### config.mk
export PLATFORM = sky130hd
export DESIGN_NAME = alu_seq
export DESIGN_NICKNAME = d
export VERILOG_FILES = /design/src/rtl/alu_seq.sv
export SDC_FILE = /design/constraint.sdc
export NUM_CORES = 1
export LEC_CHECK = 0
export ABC_AREA = 1
export ABC_CLOCK_PERIOD_IN_PS = 7800
export BUFFER_PORTS_ARGS = -buffer_cell sky130_fd_sc_hd__buf_2
export CORE_MARGIN = 2
export CORE_UTILIZATION = 66
export CTS_CLUSTER_DIAMETER = 50
export DETAILED_ROUTE_END_ITERATION = 8
export MAX_ROUTING_LAYER = met4
export PLACE_DENSITY = 0.86
export SYNTH_ARGS = -nofsm -noshare
export SYNTH_HDL_FRONTEND = slang
export SYNTH_SLANG_ARGS = --single-unit
### constraint.sdc
create_clock -name clk -period 7.8 [get_ports clk]
set_input_delay 1.17 -clock clk [delete_from_list [all_inputs] [get_ports clk]]
set_output_delay 1.17 -clock clk [all_outputs]
set_load 0.01 [all_outputs]
### src/rtl/alu_seq.sv
`default_nettype none
// ============================================================================
// Module   : alu_seq
// Sequential 8-bit ALU with an 8-step shift-add multiplier and one write strobe per op.
// Revision : 1.0
// ============================================================================
module alu_seq (
  input  logic       clk,
  input  logic       rst,
  input  logic [7:0] s,
  input  logic [7:0] d,
  input  logic [2:0] op,
  input  logic       start,
  output logic [7:0] result,
  output logic       we,
  output logic       busy,
  output logic       done,
  output logic       cf,
  output logic       zf
);

  typedef enum logic [1:0] {
    IDLE = 2'd0,
    EXEC = 2'd1,
    MUL  = 2'd2,
    WB   = 2'd3
  } state_t;

  localparam logic [2:0] OP_ADD = 3'b000;
  localparam logic [2:0] OP_SUB = 3'b001;
  localparam logic [2:0] OP_AND = 3'b010;
  localparam logic [2:0] OP_OR  = 3'b011;
  localparam logic [2:0] OP_NOT = 3'b100;
  localparam logic [2:0] OP_SHL = 3'b101;
  localparam logic [2:0] OP_SHR = 3'b110;
  localparam logic [2:0] OP_MUL = 3'b111;

  state_t      state;
  state_t      state_next;
  logic        load;
  logic [7:0]  op_s;
  logic [7:0]  op_d;
  logic [2:0]  op_code;
  logic [15:0] acc;
  logic [2:0]  step;
  logic [8:0]  alu_full;
  logic [15:0] addend;
  logic [15:0] acc_sum;
  logic        mul_last;

  always_ff @(posedge clk or posedge rst) begin
    if (rst) begin
      state <= IDLE;
    end else begin
      state <= state_next;
    end
  end

  assign mul_last = (step == 3'd7);

  always_comb begin
    state_next = state;
    load       = 1'b0;
    busy       = 1'b1;
    we         = 1'b1;
    done       = 1'b0;
    case (state)
      IDLE: begin
        busy = 1'b0;
        if (start) begin
          load       = 1'b1;
          state_next = (op == OP_MUL) ? MUL : EXEC;
        end
      end
      EXEC: state_next = WB;
      MUL: begin
        if (mul_last) begin
          state_next = WB;
        end
      end
      WB: begin
        we         = 1'b0;
        done       = 1'b1;
        state_next = IDLE;
      end
      default: state_next = IDLE;
    endcase
  end

  // Bit 8 carries the carry, borrow or shifted-out bit for the EXEC opcodes.
  always_comb begin
    alu_full = 9'd0;
    case (op_code)
      OP_ADD:  alu_full = {1'b0, op_s} + {1'b0, op_d};
      OP_SUB:  alu_full = {1'b0, op_s} - {1'b0, op_d};
      OP_AND:  alu_full = {1'b0, op_s & op_d};
      OP_OR:   alu_full = {1'b0, op_s | op_d};
      OP_NOT:  alu_full = {1'b0, ~op_s};
      OP_SHL:  alu_full = {op_s[7], op_s[6:0], 1'b0};
      OP_SHR:  alu_full = {op_s[0], 1'b0, op_s[7:1]};
      default: alu_full = 9'd0;
    endcase
  end

  // The full 16-bit product never exceeds the accumulator, so no carry is lost.
  assign addend  = op_d[step] ? ({8'd0, op_s} << step) : 16'd0;
  assign acc_sum = acc + addend;

  always_ff @(posedge clk or posedge rst) begin
    if (rst) begin
      op_s    <= 8'd0;
      op_d    <= 8'd0;
      op_code <= 3'd0;
      acc     <= 16'd0;
      step    <= 3'd0;
      result  <= 8'd0;
      cf      <= 1'b0;
      zf      <= 1'b0;
    end else begin
      if (load) begin
        op_s    <= s;
        op_d    <= d;
        op_code <= op;
        acc     <= 16'd0;
        step    <= 3'd0;
      end
      if (state == EXEC) begin
        result <= alu_full[7:0];
        cf     <= alu_full[8];
        zf     <= (alu_full[7:0] == 8'd0);
      end
      if (state == MUL) begin
        acc  <= acc_sum;
        step <= step + 3'd1;
        if (mul_last) begin
          result <= acc_sum[7:0];
          cf     <= |acc_sum[15:8];
          zf     <= (acc_sum[7:0] == 8'd0);
        end
      end
    end
  end

endmodule
`default_nettype wire
==> summary.md <==
| Metric | Value |
|---|---|
| Row count | `29` |
| Largest net degree at the start of global routing | `51` |
| Min Clock Period, post-route | `3.61 ns` |
| CTS clk-pin slew, worst paths | `0.10 ns` |
| Yosys warns | `0` |
| GRT overflow | `0` |
| Outcome | `complete, no violations` |
| Fin crit share | `46.2%` |
| Startpoint Class | `flop` |
| I/O Pins | `35` |
| Clk_skew | `0.00489 ns` |
| Hold buffer count at CTS | `0` |
| Total nets after synthesis | `740` |
| Die W | `86.0 um` |
| Synth Instances | `683` |
| Min-Delay Path Class | `flop to flop` |
| CP Data Arrival Time | `3.82 ns` |
| Final Max Tran Viols | `0` |
| DRT Pass-1 Iters | `6` |
| Critical Path Fanout Max | `24` |
| First-pass GRT wire length | `20,300 um` |
| Worst Max-Slew Pin Slew | `1.23 ns` |
| Detailed-route DRC error count | `0` |
| Layout cell share with drive strength beyond 1 | `7.79%` |
| Crit-path most repeated cell | `nand2_1` |
| Synth Area per Inst | `6.49 sq um` |
| Initial antenna violation count | `0` |
| Distinct cells, synth | `38` |
| Setup violations, final | `0` |
| Core Util, Final | `73.5%` |
| Mean routed wirelength per cell | `15.3 um` |
| Max Cap Viol | `0` |
| CTS H-tree lvls | `2` |
| Fillcell total | `546` |
| CTS buffer count | `5` |
| Via density | `5.84` |
| Synth Cell Area | `0.00444 sq mm` |
| Gr usage total | `35.5%` |
| Initial DRC Count | `402` |
| Total wire length | `12,000 um` |
| CP Cell Sequence | `inv_1 > a21oi_1 > o21ai_0 > nand2_1 > nand2_1 > nand2_1 > o21ai_0 > inv_1 > ha_1 > a21oi_1 > o21ai_0 > nand2_1 > nand4_1 > nand2_1 > nand2_1 > nor2_1 > nand3_1 > nand2_1 > inv_1` |
| Post-Route Setup TNS | `0 ns` |
| Post-route insts no fill | `783` |
| FF+latch count, synth | `50` |
| Final Hold Fails | `0` |
| Clock root cell | `clkbuf_8` |
| EDFF count, synth | `0` |
| RSZ-0062 raised after global routing | `no` |
| Port Buffers | `34` |
| CTS tree | `built` |
| Placed instance count | `775` |
| CP max stage delay | `0.73 ns` |
| Required time of the critical path | `8.01 ns` |
| Core area | `0.00642 sq mm` |
| Post-cts gate resize count | `0` |
| Maximum clock insertion buffer count | `2` |
| Post-CTS setup buffers | `0` |
| DP HPWL | `9380 um` |
| Area Overhead vs Synth | `6.40%` |
| Die Footprint | `0.00739 sq mm` |
| Top_reg_cell synth | `dfrtp_1` |
| Sink Count | `50` |
| Asr flop ratio synth | `100%` |
| # diodes | `0` |
| CP Class | `flop to flop` |
| Number of global-route vias before repair | `4,344` |
| Vias | `4,572` |
| Slowest stage cell, crit path | `dfrtp_1` |
| Critical Path Sink Type | `flop` |
| Initial Util | `69.1%` |
| Antenna-violating nets left | `0` |
| Fmax | `277 MHz` |
| Nets | `762` |
| Clk Latency, worst-skew pair | `0.31 ns` |
| Slew headroom | `18.0%` |
| RePlAce Congestion | `1.01` |
| Seq/Total Area, Yosys | `28.2%` |
| Die Span Y | `86.0 um` |
-- cell usage after synthesis (3+ instances only) --
cell | number | area [sq um]
clkbuf_1 | 8 | 30.0
nor2_2 | 4 | 25.0
nand4_1 | 17 | 106
ha_1 | 33 | 413
dfrtp_1 | 50 | 1250
inv_1 | 91 | 342
nor2_1 | 62 | 233
xor2_1 | 8 | 70.1
a21oi_1 | 30 | 150
nor3_1 | 9 | 45.0
buf_2 | 5 | 25.0
o21ai_0 | 71 | 355
xnor2_1 | 4 | 35.0
nand3b_1 | 5 | 37.5
o211ai_1 | 3 | 22.5
a22oi_1 | 5 | 37.5
a22o_1 | 3 | 26.3
nand3_1 | 50 | 250
o22ai_1 | 4 | 25.0
nand2_1 | 194 | 728
-- layout make-up --
class / count / area, sq um / area share, %
clock buffers: 5 / 68.8 / 1.46
clock inverters: 3 / 48.8 / 1.03
inverters: 95 / 357 / 7.56
multi-input cells: 519 / 2730 / 57.8
flip-flops and latches: 50 / 1250 / 26.5
well taps: 77 / 96.3 / 2.04
repair buffers: 34 / 170 / 3.61
-- worst max-delay path, delay by kind of cell (launching register included) --
kind | cells | cell delay (ns)
compound gates | 5 | 0.96
fa+ha+maj | 1 | 0.28
buf+inv | 3 | 0.33
flops | 1 | 0.73
simple gates | 10 | 1.18
-- per-layer routing --
metal	global-route usage [%]	routed length, um
met1	49.0	5310
met2	52.9	5330
met3	7.99	1140
met4	8.95	225
met5	-	0
-- path summary, 6_finish.rpt --
kind	start	endpoint	slack, ns	cells after the start
max in group asynchronous	rst	op_s[1]	6.07	2
hold reg to reg	acc[3]	acc[3]	0.50	2
setup / recovery	step[0]	cf	4.19	19
min in group asynchronous	rst	op_s[2]	1.11	2
hold / removal	acc[3]	acc[3]	0.50	2
setup reg to reg	step[0]	cf	4.19	19
-- registers in the layout (all words and copies together), names as in the netlist --
| register | cells |
|---|---|
| acc | 16 |
| cf | 1 |
| op_code | 3 |
| op_d | 8 |
| op_s | 8 |
| result | 8 |
| state | 2 |
| step | 3 |
| zf | 1 |
-- stage by stage --
step / setup WS [ns] / area, sq um / hold slack [ns]
floorplan: 5.21 / 4440 / 0.455
global placement: 4.55 / 4600 / 0.475
detailed placement: 4.42 / 4600 / 0.477
CTS: 4.37 / 4720 / 0.502
global route: 3.93 / 4720 / 0.533
finish: 4.19 / 4720 / 0.501
-- placed cells by master, fill, tap and decap left out, types with 2 or more instances in the layout --
cell type	instances
nand3b_1	5
or2_2	2
clkbuf_8	5
mux2i_1	2
fa_1	2
buf_2	34
clkinv_1	2
xnor2_1	4
nor3_1	9
a21oi_1	30
ha_1	33
o22ai_1	4
inv_2	3
dfrtp_1	50
o211ai_1	3
nand3_1	50
a21o_1	2
a22oi_1	5
inv_1	90
nor2_1	62
nand2_1	194
nand4_1	17
nor2_2	4
a22o_1	3
o21ai_0	71
xor2_1	8
-- cells by family after synthesis --
family	Yosys count	synth area share, %
AO/OA/AOI/OAI	123	15.0
XOR/XNOR	12	2.37
adder cells (fa/ha/maj)	35	10.2
buffers and inverters	114	10.3
flip-flops	50	28.2
multiplexers	2	0.451
AND/OR/NAND/NOR	347	33.4
Power is left out: the tool's default activity adds up to more than one toggle a clock period on the data nets, which glitch-free logic cannot reach.
